==> src/rtl/led_panel_pkg.sv <==
// Shared definitions for the LED panel scan controller family.
package led_panel_pkg;

  // Default bit depth of each colour channel and of the PWM compare level.
  localparam int PWM_WIDTH_DEFAULT = 12;

  // Scan controller states, one row of the panel is FETCH..SHOW.
  typedef enum logic [2:0] {
    IDLE  = 3'd0,
    FETCH = 3'd1,
    SHIFT = 3'd2,
    BLANK = 3'd3,
    LATCH = 3'd4,
    SHOW  = 3'd5
  } scan_state_t;

endpackage

==> src/rtl/led_scan_ctrl.sv <==
// HUB75-style LED panel scan controller: fetches one row pair from pixel
// memory, shifts it out column by column, latches it and shows it for a
// fixed time, stepping the PWM compare level once per frame.
module led_scan_ctrl
  import led_panel_pkg::*;
#(
  parameter int PWM_WIDTH   = PWM_WIDTH_DEFAULT,
  parameter int COLS        = 32,
  parameter int ROWS        = 16,
  parameter int SHOW_CYCLES = 64
) (
  input  logic                                 clk,
  input  logic                                 rst_n,
  input  logic                                 enable,
  output logic                                 rd_en,
  output logic [$clog2(ROWS)+$clog2(COLS)-1:0] rd_addr,
  input  logic [6*PWM_WIDTH-1:0]               rd_data,
  output logic [PWM_WIDTH-1:0]                 pwmlvl,
  output logic [PWM_WIDTH-1:0]                 top_r,
  output logic [PWM_WIDTH-1:0]                 top_g,
  output logic [PWM_WIDTH-1:0]                 top_b,
  output logic [PWM_WIDTH-1:0]                 bot_r,
  output logic [PWM_WIDTH-1:0]                 bot_g,
  output logic [PWM_WIDTH-1:0]                 bot_b,
  output logic                                 sclk,
  output logic                                 latch,
  output logic                                 oe_n,
  output logic [$clog2(ROWS)-1:0]              row_addr,
  output logic                                 frame_start
);

  localparam int RW = $clog2(ROWS);
  localparam int CW = $clog2(COLS);
  localparam int SW = $clog2(SHOW_CYCLES + 1);

  localparam logic [RW-1:0] LAST_ROW   = RW'(ROWS - 1);
  localparam logic [CW-1:0] LAST_COL   = CW'(COLS - 1);
  localparam logic [CW-1:0] PENULT_COL = CW'(COLS - 2);
  localparam logic [SW-1:0] LAST_SHOW  = SW'(SHOW_CYCLES - 1);

  scan_state_t   state;
  logic [RW-1:0] row;
  logic [RW-1:0] next_row;
  logic [CW-1:0] col;
  logic          fetch_second;
  logic [SW-1:0] show_cnt;
  logic          load_px;

  // Row that follows the current one, wrapping at the bottom of the panel.
  always_comb begin
    next_row = (row == LAST_ROW) ? '0 : row + RW'(1);
  end

  // Pixel registers take memory data on the edge that enters phase A of a
  // column: end of the second FETCH cycle, or end of the previous phase B.
  always_comb begin
    load_px = ((state == FETCH) && fetch_second) ||
              ((state == SHIFT) && sclk && (col != LAST_COL));
  end

  // Pixel registers feeding the external comparators, held through phase B.
  always_ff @(posedge clk or negedge rst_n) begin
    if (!rst_n) begin
      top_r <= '0;
      top_g <= '0;
      top_b <= '0;
      bot_r <= '0;
      bot_g <= '0;
      bot_b <= '0;
    end else if (load_px) begin
      top_r <= rd_data[6*PWM_WIDTH-1 -: PWM_WIDTH];
      top_g <= rd_data[5*PWM_WIDTH-1 -: PWM_WIDTH];
      top_b <= rd_data[4*PWM_WIDTH-1 -: PWM_WIDTH];
      bot_r <= rd_data[3*PWM_WIDTH-1 -: PWM_WIDTH];
      bot_g <= rd_data[2*PWM_WIDTH-1 -: PWM_WIDTH];
      bot_b <= rd_data[PWM_WIDTH-1:0];
    end
  end

  // Scan sequencer with registered panel and memory-read outputs; a started
  // row always runs through SHOW, enable is only looked at in IDLE and when
  // leaving SHOW.
  always_ff @(posedge clk or negedge rst_n) begin
    if (!rst_n) begin
      state        <= IDLE;
      row          <= '0;
      col          <= '0;
      fetch_second <= 1'b0;
      show_cnt     <= '0;
      pwmlvl       <= '0;
      sclk         <= 1'b0;
      latch        <= 1'b0;
      oe_n         <= 1'b1;
      rd_en        <= 1'b0;
      rd_addr      <= '0;
      row_addr     <= '0;
      frame_start  <= 1'b0;
    end else begin
      rd_en       <= 1'b0;
      frame_start <= 1'b0;
      latch       <= 1'b0;
      case (state)
        IDLE: begin
          sclk <= 1'b0;
          oe_n <= 1'b1;
          if (enable) begin
            state        <= FETCH;
            fetch_second <= 1'b0;
            rd_en        <= 1'b1;
            rd_addr      <= {row, {CW{1'b0}}};
            frame_start  <= (row == '0);
          end
        end
        FETCH: begin
          if (!fetch_second) begin
            fetch_second <= 1'b1;
          end else begin
            state <= SHIFT;
            col   <= '0;
            sclk  <= 1'b0;
            if (COLS > 1) begin
              rd_en   <= 1'b1;
              rd_addr <= {row, CW'(1)};
            end
          end
        end
        SHIFT: begin
          if (!sclk) begin
            sclk <= 1'b1;
          end else if (col == LAST_COL) begin
            state    <= BLANK;
            sclk     <= 1'b0;
            row_addr <= row;
          end else begin
            col  <= col + CW'(1);
            sclk <= 1'b0;
            if (col != PENULT_COL) begin
              rd_en   <= 1'b1;
              rd_addr <= {row, col + CW'(2)};
            end
          end
        end
        BLANK: begin
          state <= LATCH;
          latch <= 1'b1;
        end
        LATCH: begin
          state    <= SHOW;
          oe_n     <= 1'b0;
          show_cnt <= '0;
        end
        SHOW: begin
          if (show_cnt == LAST_SHOW) begin
            oe_n <= 1'b1;
            row  <= next_row;
            if (row == LAST_ROW) begin
              pwmlvl <= pwmlvl + PWM_WIDTH'(1);
            end
            if (enable) begin
              state        <= FETCH;
              fetch_second <= 1'b0;
              rd_en        <= 1'b1;
              rd_addr      <= {next_row, {CW{1'b0}}};
              frame_start  <= (next_row == '0);
            end else begin
              state <= IDLE;
            end
          end else begin
            show_cnt <= show_cnt + SW'(1);
          end
        end
        default: state <= IDLE;
      endcase
    end
  end

endmodule
==> config.mk <==
export PLATFORM = sky130hd
export DESIGN_NAME = led_scan_ctrl
export DESIGN_NICKNAME = d
export VERILOG_FILES = /design/src/rtl/led_panel_pkg.sv /design/src/rtl/led_scan_ctrl.sv
export SDC_FILE = /design/constraint.sdc
export NUM_CORES = 1
export LEC_CHECK = 0
export BUFFER_PORTS_ARGS = -buffer_cell sky130_fd_sc_hd__buf_2
export CAP_MARGIN = 0
export CORE_ASPECT_RATIO = 2
export CORE_MARGIN = 10
export CORE_UTILIZATION = 45
export CTS_CLUSTER_DIAMETER = 60
export DETAILED_ROUTE_END_ITERATION = 12
export GPL_TIMING_DRIVEN = 0
export PLACE_DENSITY_LB_ADDON = 0.3
export SLEW_MARGIN = 40
export SYNTH_ARGS = -nofsm -noshare
export SYNTH_HDL_FRONTEND = slang
export SYNTH_SLANG_ARGS = --single-unit
==> constraint.sdc <==
create_clock -name clk -period 2.3 [get_ports clk]
set_input_delay 0.575 -clock clk [delete_from_list [all_inputs] [get_ports clk]]
set_output_delay 0.575 -clock clk [all_outputs]
set_load 0.05 [all_outputs]
==> out/qor.csv, run 1 <==
metric,value,unit
grt_usage,16.0,%
max_freq,446,MHz
numPortBuffers,176,
die_h,173,um
syn_nets,477,
criticalPathCategory,reg -> reg,
ys_seq_area_share,58.0,%
end_kind,flip-flop,
drt-total-wl,13800,um
outcome,finished clean,
worst_slew_pin_slew,0.600,ns
grt_max_degree,78,
viasPerCell,5.15,
netlist_area,5270,um^2
cp.required,2.58,ns
fill_cells,946,
ys_ff_latch,122,
skew,0.00799,ns
hold_viol,0,
synth_ff_type,dfrtp_1,
syn_area_per_cell,13.4,um^2
syn_inst,393,
rsz0062_at_grt,yes,
fp.dieW,96.5,um
drive_above_1_share,53.4,%
io_pins,177,
nNetsFinal,686,
root_buffer,clkbuf_16,
hpwlAfterDp,10300,um
final_max_slew_viol_count,0,
clockBufferDepth,2,
maxCapViolCount,0,
num_rows,55,
clkSinkCount,122,
p_total,12000,uW
relSlewSlack,59.9,%
htreeDepth,4,
insertion_delay,0.41,ns
clk_pin_slew,0.06,ns
critPathMaxFanout,8,
cts_tree,done,
async_reset_ff_share,100,%
arrival,2.53,ns
synth_cell_types,50,
drtIter0Drc,118,
hold_path_class,in -> async,
wl_per_cell,18.2,um
fp.coreArea,11400,um^2
drc_errors,0,
numCtsBuffers,17,
p_per_area,1670,nW/um^2
route.vias.total,3893,
ant_nets,0,
gp_congestion,0.858,
start_kind,flip-flop,
grt_pass1_vias,4202,
peakVddDrop,0.00118,V
syn2layout_area_growth,36.1,%
start_util,46.1,%
yosys_warnings,0,
antennaDiodeCount,0,
grt_antenna_before_repair,0,
fin_setup_tns,0,ns
p_leak,0.00351,uW
period_needed,2.24,ns
grt_pass1_wl,21100,um
synth_edf_count,0,
fin_crit_sh,97.6,%
firstDrtPassIters,4,
grt-ovfl-total,0,
dieArea,16700,um^2
setup_viol_count_final,0,
metal layers:
metal	up-vias	share of wire, %	GRT usage, %
li1	1814	-	-
met2	129	57	29.5
met5	-	0	0
met4	0	2.2	6.52
met1	1925	33	15.0
met3	25	7.9	5.60
synth_stat cells, drive strengths merged (3+ instances only):
cell type,n,area (um^2)
and3,6,37.5
and3b,3,26.3
ha,9,113
o21ai,14,81.3
xnor2,15,131
clkbuf,5,18.8
dfrtp,121,3030
xor2,5,43.8
nand2,20,75.1
nand3,18,95.1
o211ai,3,22.5
nand4,10,62.6
nor3,5,36.3
nand3b,3,30.0
inv,9,33.8
mux2,84,946
a21oi,6,41.3
nor2,14,52.6
buf,13,126
registers in the layout, summed over array words and instances, names as in the netlist:
name / flops
bot_b: 12
bot_g: 12
bot_r: 12
col: 5
fetch_second: 1
frame_start: 1
latch: 1
oe_n: 1
pwmlvl: 12
rd_addr: 9
rd_en: 1
row: 4
row_addr: 4
sclk: 1
show_cnt: 7
state: 3
top_b: 12
top_g: 12
top_r: 12
placed cells by master, fill, tap and decap left out, types with 3 or more instances in the layout:
cell type,Yosys,final
nand4_1,10,10
buf_6,10,6
and3b_1,3,3
nor3_1,4,4
and3_1,6,5
nand2_1,20,20
xnor2_1,15,15
buf_4,0,8
nand3_1,17,17
mux2_1,6,6
o211ai_1,3,3
inv_6,0,3
nor2_1,14,14
xor2_1,5,5
a21oi_1,5,5
mux2_2,78,77
o21ai_0,13,13
ha_1,9,7
clkinvlp_4,0,5
buf_12,0,6
dfrtp_1,121,120
clkbuf_16,0,20
clkbuf_1,5,4
inv_1,9,9
buf_2,2,177
critical path, cell delays in order (launching register included):
cell       delay (ns)
dfrtp_1          0.41
ha_2             0.22
and3_4           0.19
ha_4             0.13
nor2b_1          0.05
buf_4            0.15
buf_12           0.12
a21oi_4          0.18
buf_12           0.18
clkbuf_16        0.16
mux2_2           0.32
metrics by stage:
stage               setup slack [ns]  instances  hold slack [ns]  util (%)  area, um^2
finish                        0.0556        756           0.0543      62.8        7170
global route                 -0.0141        756           0.0575      62.8        7170
CTS                          0.00386        746           0.0567      61.0        6960
detailed placement            -0.167        712            0.473      55.7        6360
global placement              -0.807        711            0.458      55.4        6320
floorplan                      0.105        393            0.279         -        5270
area by class of cell:
class | instances | area (um^2) | area share, %
Clock buffer | 18 | 439 | 6.13
Tap cell | 142 | 178 | 2.48
Clock inverter | 13 | 121 | 1.69
Sequential cell | 122 | 3060 | 42.6
Inverter | 9 | 33.8 | 0.471
Timing Repair Buffer | 190 | 1100 | 15.3
Buffer | 18 | 188 | 2.62
Multi-Input combinational cell | 244 | 2060 | 28.7
path summary, 6_finish.rpt:
kind	slack [ns]	cells past startpoint	to	startpoint
setup / recovery	0.06	10	bot_r[0]$_DFFE_PN0P_	col[0]$_DFFE_PN0P_
hold / removal	0.05	1	bot_r[3]$_DFFE_PN0P_	rst_n
setup reg to reg	0.06	10	bot_r[0]$_DFFE_PN0P_	col[0]$_DFFE_PN0P_
hold reg to reg	0.48	1	pwmlvl[11]$_DFFE_PN0P_	pwmlvl[11]$_DFFE_PN0P_
max in group asynchronous	1.52	2	col[1]$_DFFE_PN0P_	rst_n
min in group clk	0.40	2	bot_r[5]$_DFFE_PN0P_	rd_data[29]
what timing repair did:
action                     in CTS  in global routing
hold endpoints to repair        0                  0
gates resized for setup         3                 18
hold buffers                    0                  0
setup endpoints to repair      75                  6
gates cloned                    0                  4
buffers inserted                3                  6
pin swaps                       1                  2
power breakdown:
part | switching [uW] | internal [uW]
Sequential | 389 | 2940
Combinational | 4010 | 2180
Clock | 962 | 1510
logic make-up after synthesis:
group	synth area share (%)
AOI/OAI and AO/OA	5.18
xor gates and xnor gates	3.33
adders and majority gates	2.14
buffers and inverters	3.40
DFF	58.0
muxes	18.3
and+or+nand+nor	9.62
Note: power is estimated with default switching activity, not from simulation.
==> run 2, diff against run 1 <==
CELL_PAD_IN_SITES_DETAIL_PLACEMENT = 1   (was unset)
CELL_PAD_IN_SITES_GLOBAL_PLACEMENT = 1   (was unset)
CORE_UTILIZATION = 36   (was 45)
==> run 2 against run 1 <==
  * Worst hold slack improved by 0.050 ns
  * Clock skew rose by 0.00053 ns
  * Wire length rose by 9.8%
  * Via count rose by 0.67%
  * Non-clock buffer count fell by 2
  * Final area rose by 0.10%
  * Critical path depth did not move
  * Sequential cell count did not move
  * Setup slack improved by 0.066 ns
  * Critical path type unchanged
  * Largest power group unchanged
  * Highest routed layer unchanged
==> out/qor.csv, run 2 (synthesis results as in run 1) <==
metric,value,unit,change
gp_congestion,0.835,,-2.7%
insertion_delay,0.41,ns,about the same
p_total,12100,uW,+1.1%
setup_viol_count_final,0,,unchanged
path_delay_family,buffers and inverters,,
criticalPathCategory,reg -> reg,,
peakVddDrop,0.000456,V,-61%
path_buf_inv,4,,unchanged
layout_common_cells,"buf_2 (177), dfrtp_1 (120), mux2_2 (78)",,
switching_share,44.0,%,-0.64 points
firstDrtPassIters,4,,unchanged
hpwlAfterDp,11800,um,+15%
maxCapViolCount,0,,unchanged
p_leak,0.00351,uW,+0.11%
cts_hold_buf,0,,unchanged
nNetsFinal,684,,-0.29%
grt_pass1_wl,23800,um,+13%
clkPwrFrac,23.3,%,+2.7 points
grt_antenna_before_repair,0,,unchanged
outcome,finished clean,,
grt_pass1_vias,4384,,+4.3%
period_needed,2.18,ns,-0.0663 ns
fp.dieW,106,um,+9.4%
p_per_area,1690,nW/um^2,+1.0%
skew,0.00851,ns,+0.000528 ns
grt_usage,15.0,%,-1.0 points
hold_path_class,in -> async,,
p_int,6800,uW,+2.3%
critPathMaxFanout,10,,+2
grt-ovfl-total,0,,unchanged
numCtsBuffers,17,,unchanged
comb_power_share,49.2,%,-2.4 points
io_pins,177,,unchanged
rsz0062_at_grt,no,,
worst_slew_pin_slew,0.607,ns,+0.00699 ns
slowest_stage,dfrtp_2,,
die_h,191,um,+10%
crit_chain,"ha_2, and3_1, ha_2, nor2b_1, buf_4, buf_4, a21oi_4, buf_12, buf_6, mux2_2",,
antennaDiodeCount,0,,unchanged
slowest_delay,0.40,ns,about the same
seq_power_share,27.5,%,-0.3 points
clkSinkCount,122,,unchanged
start_kind,flip-flop,,
clockBufferDepth,2,,unchanged
ant_nets,0,,unchanged
grt_max_degree,67,,-14%
drtIter0Drc,80,,-32%
max_freq,459,MHz,+3.0%
htreeDepth,4,,unchanged
route.vias.total,3919,,+0.67%
hold_viol,0,,unchanged
root_buffer,clkbuf_16,,
final_max_slew_viol_count,0,,unchanged
syn2layout_area_growth,36.3,%,
arrival,2.47,ns,-0.06 ns
rr_worst_depth,10,,unchanged
cts_tree,done,,
drive_above_1_share,53.2,%,-0.24 points
cp.depth,10,,unchanged
hold-worst-slack,0.105,ns,+0.0504 ns
layout_commonest_cell,buf_2,,
clk_pin_slew,0.05,ns,about the same
numPortBuffers,176,,unchanged
wl_per_cell,18.8,um,+3.1%
dieArea,20200,um^2,+21%
fin_setup_tns,0,ns,unchanged
num_rows,62,,+13%
start_util,36.7,%,-9.4 points
cp.required,2.59,ns,about the same
drt-total-wl,15100,um,+9.8%
viasPerCell,4.87,,-5.5%
drc_errors,0,,unchanged
end_kind,flip-flop,,
fp.coreArea,14400,um^2,+26%
fin_crit_sh,94.7,%,-2.9 points
relSlewSlack,59.4,%,-0.47 points
power_switching,5350,uW,-0.30%
==> run 2: cell count changes in the layout (fill, tap and decap cells not counted), sizes merged <==
cell | before | now
clkinv | 4 | 3
inv | 12 | 10
bufinv | 1 | 4
clkinvlp | 5 | 3
buf | 201 | 202
==> run 2: final timing paths <==
kind / slack, ns / startpoint / to
hold reg to reg: 0.47 / pwmlvl[11]$_DFFE_PN0P_ / pwmlvl[11]$_DFFE_PN0P_
max in group asynchronous: 1.53 / rst_n / bot_g[8]$_DFFE_PN0P_
setup / recovery: 0.12 / col[1]$_DFFE_PN0P_ / bot_b[10]$_DFFE_PN0P_
hold / removal: 0.10 / rst_n / show_cnt[0]$_DFFE_PN0P_
setup reg to reg: 0.12 / col[1]$_DFFE_PN0P_ / bot_b[10]$_DFFE_PN0P_
min in group clk: 0.39 / rd_data[38] / top_b[2]$_DFFE_PN0P_
==> run 2: area by class of cell <==
class | instances | area (um^2)
fillers | 1548 | 7170
flip-flops and latches | 122 | 3060
multi-input cells | 244 | 2050
repair buffers | 188 | 1010
clock buffers | 21 | 470
well taps | 192 | 240
clock inverters | 11 | 166
plain buffers | 18 | 149
inverters | 9 | 33.8
==> run 2: metrics by stage <==
step	instances	setup WS (ns)	utilization (%)	area, um^2
after floorplan	393	0.105	-	5270
after global placement	761	-0.897	44.5	6390
after detailed placement	762	-0.199	44.8	6420
after CTS	797	0.0163	49.5	7100
after global routing	805	0.0179	50.0	7180
final	805	0.122	50.0	7180
==> run 2: timing repair <==
action                     CTS  global route
resized for setup            4             5
setup endpoints to repair   79             7
pin swaps                    1             1
buffers inserted             3             7
cloned                       0             1
==> run 2: metal layers <==
layer	GRT usage, %	share of wire [%]	vias up
li1	-	-	1803
met1	13.4	33	1984
met2	29.5	60	108
met3	4.62	5.4	24
met4	6.70	2.4	0
met5	0	0	-
==> run 2: power by group through the flow <==
stage | Sequential, uW | Clock [uW] | Combinational [uW]
after global routing | 3440 | 3020 | 6300
after CTS | 3350 | 2920 | 5970
after detailed placement | 3390 | 0 | 5870
after floorplan | 5830 | 0 | 1930
after global placement | 3320 | 0 | 5720
final | 3340 | 2830 | 5970
==> run 2: worst register-to-register path: cells and delay by family, from the launching register on <==
family / cells / cell delay [ns]
flops: 1 / 0.40
fa+ha+maj: 2 / 0.38
simple gates: 2 / 0.21
compound gates: 1 / 0.14
buf+inv: 4 / 0.57
mux: 1 / 0.35
==> run 3, diff against run 2 <==
PLACE_DENSITY = 0.81   (was unset)
PLACE_DENSITY_LB_ADDON = unset   (was 0.3)
==> run 3 against run 2 <==
  * Largest cell class unchanged
  * Clock power down 5%
  * Setup slack worse by 0.070 ns
  * Worst hold slack worse by 0.043 ns
  * Cell count up 0.12%
  * Highest routed layer unchanged
==> out/qor.csv, run 3 (synthesis results as in run 1) <==
metric,value,unit,change
rsz0062_at_grt,yes,,
period_needed,2.25,ns,+0.0703 ns
viasPerCell,4.97,,+2.0%
grt-ovfl-total,0,,unchanged
r2r_start,col[1]$_DFFE_PN0P_,,
arrival,2.53,ns,+0.06 ns
postPlaceCellArea,6420,um^2,unchanged
wl_per_cell,20.0,um,+6.6%
clkSinkCount,122,,unchanged
drc_errors,0,,unchanged
maxCapViolCount,0,,unchanged
grt_max_degree,78,,+16%
fin_crit_sh,97.8,%,+3.1 points
hpwlAfterDp,12200,um,+4.0%
outcome,finished clean,,
final_max_slew_viol_count,0,,unchanged
seqCellArea,3060,um^2,unchanged
firstDrtPassIters,4,,unchanged
dieArea,20200,um^2,unchanged
ant_nets,0,,unchanged
numPortBuffers,176,,unchanged
drt-total-wl,16100,um,+6.7%
peakVddDrop,0.000563,V,+23%
p_per_area,1690,nW/um^2,about the same
criticalPathCategory,reg -> reg,,
multi_input_area,2050,um^2,-0.12%
layout_common_cells,"buf_2 (177), dfrtp_1 (120), mux2_2 (78)",,
clockBufferDepth,2,,unchanged
die_h,191,um,unchanged
cp.required,2.58,ns,about the same
rr_worst_depth,9,,-1
fin_util,49.8,%,-0.24 points
drive_above_1_share,52.7,%,-0.49 points
nNetsFinal,685,,+0.15%
grt_usage,16.1,%,+1.1 points
htreeDepth,4,,unchanged
reg2reg_slack,0.05,ns,-0.07 ns
start_util,36.7,%,unchanged
gp_congestion,0.805,,-3.6%
end_kind,flip-flop,,
syn2layout_area_growth,35.6,%,
io_pins,177,,unchanged
clk_pin_slew,0.05,ns,about the same
numCtsBuffers,17,,unchanged
hold_path_class,in -> async,,
fp.dieW,106,um,unchanged
num_rows,62,,unchanged
worst_slew_pin_slew,0.655,ns,+0.0479 ns
grt_antenna_before_repair,1,,+1
relSlewSlack,56.2,%,-3.2 points
root_buffer,clkbuf_16,,
final_area,7140,um^2,-0.47%
regToRegEndpoint,rd_addr[6]$_DFFE_PN0P_,,
max_freq,445,MHz,-3.1%
p_total,12100,uW,-0.47%
fill_cells,1569,,+1.4%
drtIter0Drc,122,,+53%
layout_commonest_cell,buf_2,,
cts_hold_buf,0,,unchanged
fp.coreArea,14400,um^2,unchanged
grt_pass1_vias,4617,,+5.3%
route.vias.total,4004,,+2.2%
grt_pass1_wl,25500,um,+7.3%
critPathMaxFanout,5,,-5
cts_tree,done,,
skew,0.00668,ns,-0.00184 ns
p_leak,0.00351,uW,-0.12%
insertion_delay,0.41,ns,about the same
start_kind,flip-flop,,
hold_viol,0,,unchanged
fin_setup_tns,0,ns,unchanged
setup_viol_count_final,0,,unchanged
==> run 3: cell types whose count changed in the layout (fill, tap and decap cells not counted) <==
cell        previous run  this run
clkbuf_4               0         1
diode_2                0         1
clkinvlp_4             3         1
ha_2                   2         1
clkinv_2               3         4
ha_1                   7         8
bufinv_16              4         3
inv_6                  1         0
clkbuf_1               5         7
==> run 3: final cells by class <==
type,instances,area share (%)
Inverter,9,0.473
Sequential cell,122,42.8
Antenna cell,1,0.0350
Clock inverter,8,1.65
Clock buffer,23,6.69
Multi-Input combinational cell,244,28.6
Tap cell,192,3.36
Buffer,18,2.08
Timing Repair Buffer,189,14.3
==> run 3: through the flow <==
stage / cells / setup slack (ns) / hold WS [ns]
floorplan: 393 / 0.105 / 0.279
global placement: 761 / -0.770 / 0.465
detailed placement: 762 / -0.203 / 0.461
CTS: 800 / 0.0205 / 0.0582
global route: 806 / -0.0256 / 0.0674
finish: 806 / 0.0516 / 0.0614
==> run 3: worst max-delay path: stages (launching register included) <==
cell and delay [ns]:
dfrtp_2 0.43, ha_1 0.20, and3_1 0.21, ha_2 0.19
nor2b_1 0.11, clkbuf_4 0.15, a32o_2 0.18, a21o_1 0.15
buf_6 0.15, mux2_1 0.34
==> run 3: what timing repair did <==
item | CTS | global route
pin swaps | 1 | 0
cloned | 0 | 1
setup buffers | 7 | 4
endpoints found under the hold margin | 0 | 0
resized for setup | 3 | 4
setup endpoints to repair | 81 | 82
==> run 3: how the worst max path moves through the flow <==
stage / from / end / slack [ns] / depth (start not counted)
after floorplan: col[1]$_DFFE_PN0P_ / rd_addr[0]$_DFFE_PN0P_ / 0.11 / 9
final: col[1]$_DFFE_PN0P_ / rd_addr[6]$_DFFE_PN0P_ / 0.05 / 9
after CTS: col[1]$_DFFE_PN0P_ / rd_addr[6]$_DFFE_PN0P_ / 0.02 / 9
after global placement: rst_n / pwmlvl[9]$_DFFE_PN0P_ / -0.77 / 1
after global routing: col[1]$_DFFE_PN0P_ / rd_addr[3]$_DFFE_PN0P_ / -0.03 / 9
after detailed placement: col[1]$_DFFE_PN0P_ / rd_addr[6]$_DFFE_PN0P_ / -0.20 / 9
==> run 3: per-layer routing <==
layer,global-route usage [%],routed length (um)
met1,14.1,5140
met4,7.70,429
met2,32.1,9660
met3,4.45,892
met5,0,0
==> run 3: power breakdown <==
group          switching, uW  leakage (uW)  internal (uW)
Clock                    916      0.000293           1770
Combinational           4070       0.00170           1960
Sequential               417       0.00152           2950
Total                   5410       0.00351           6680
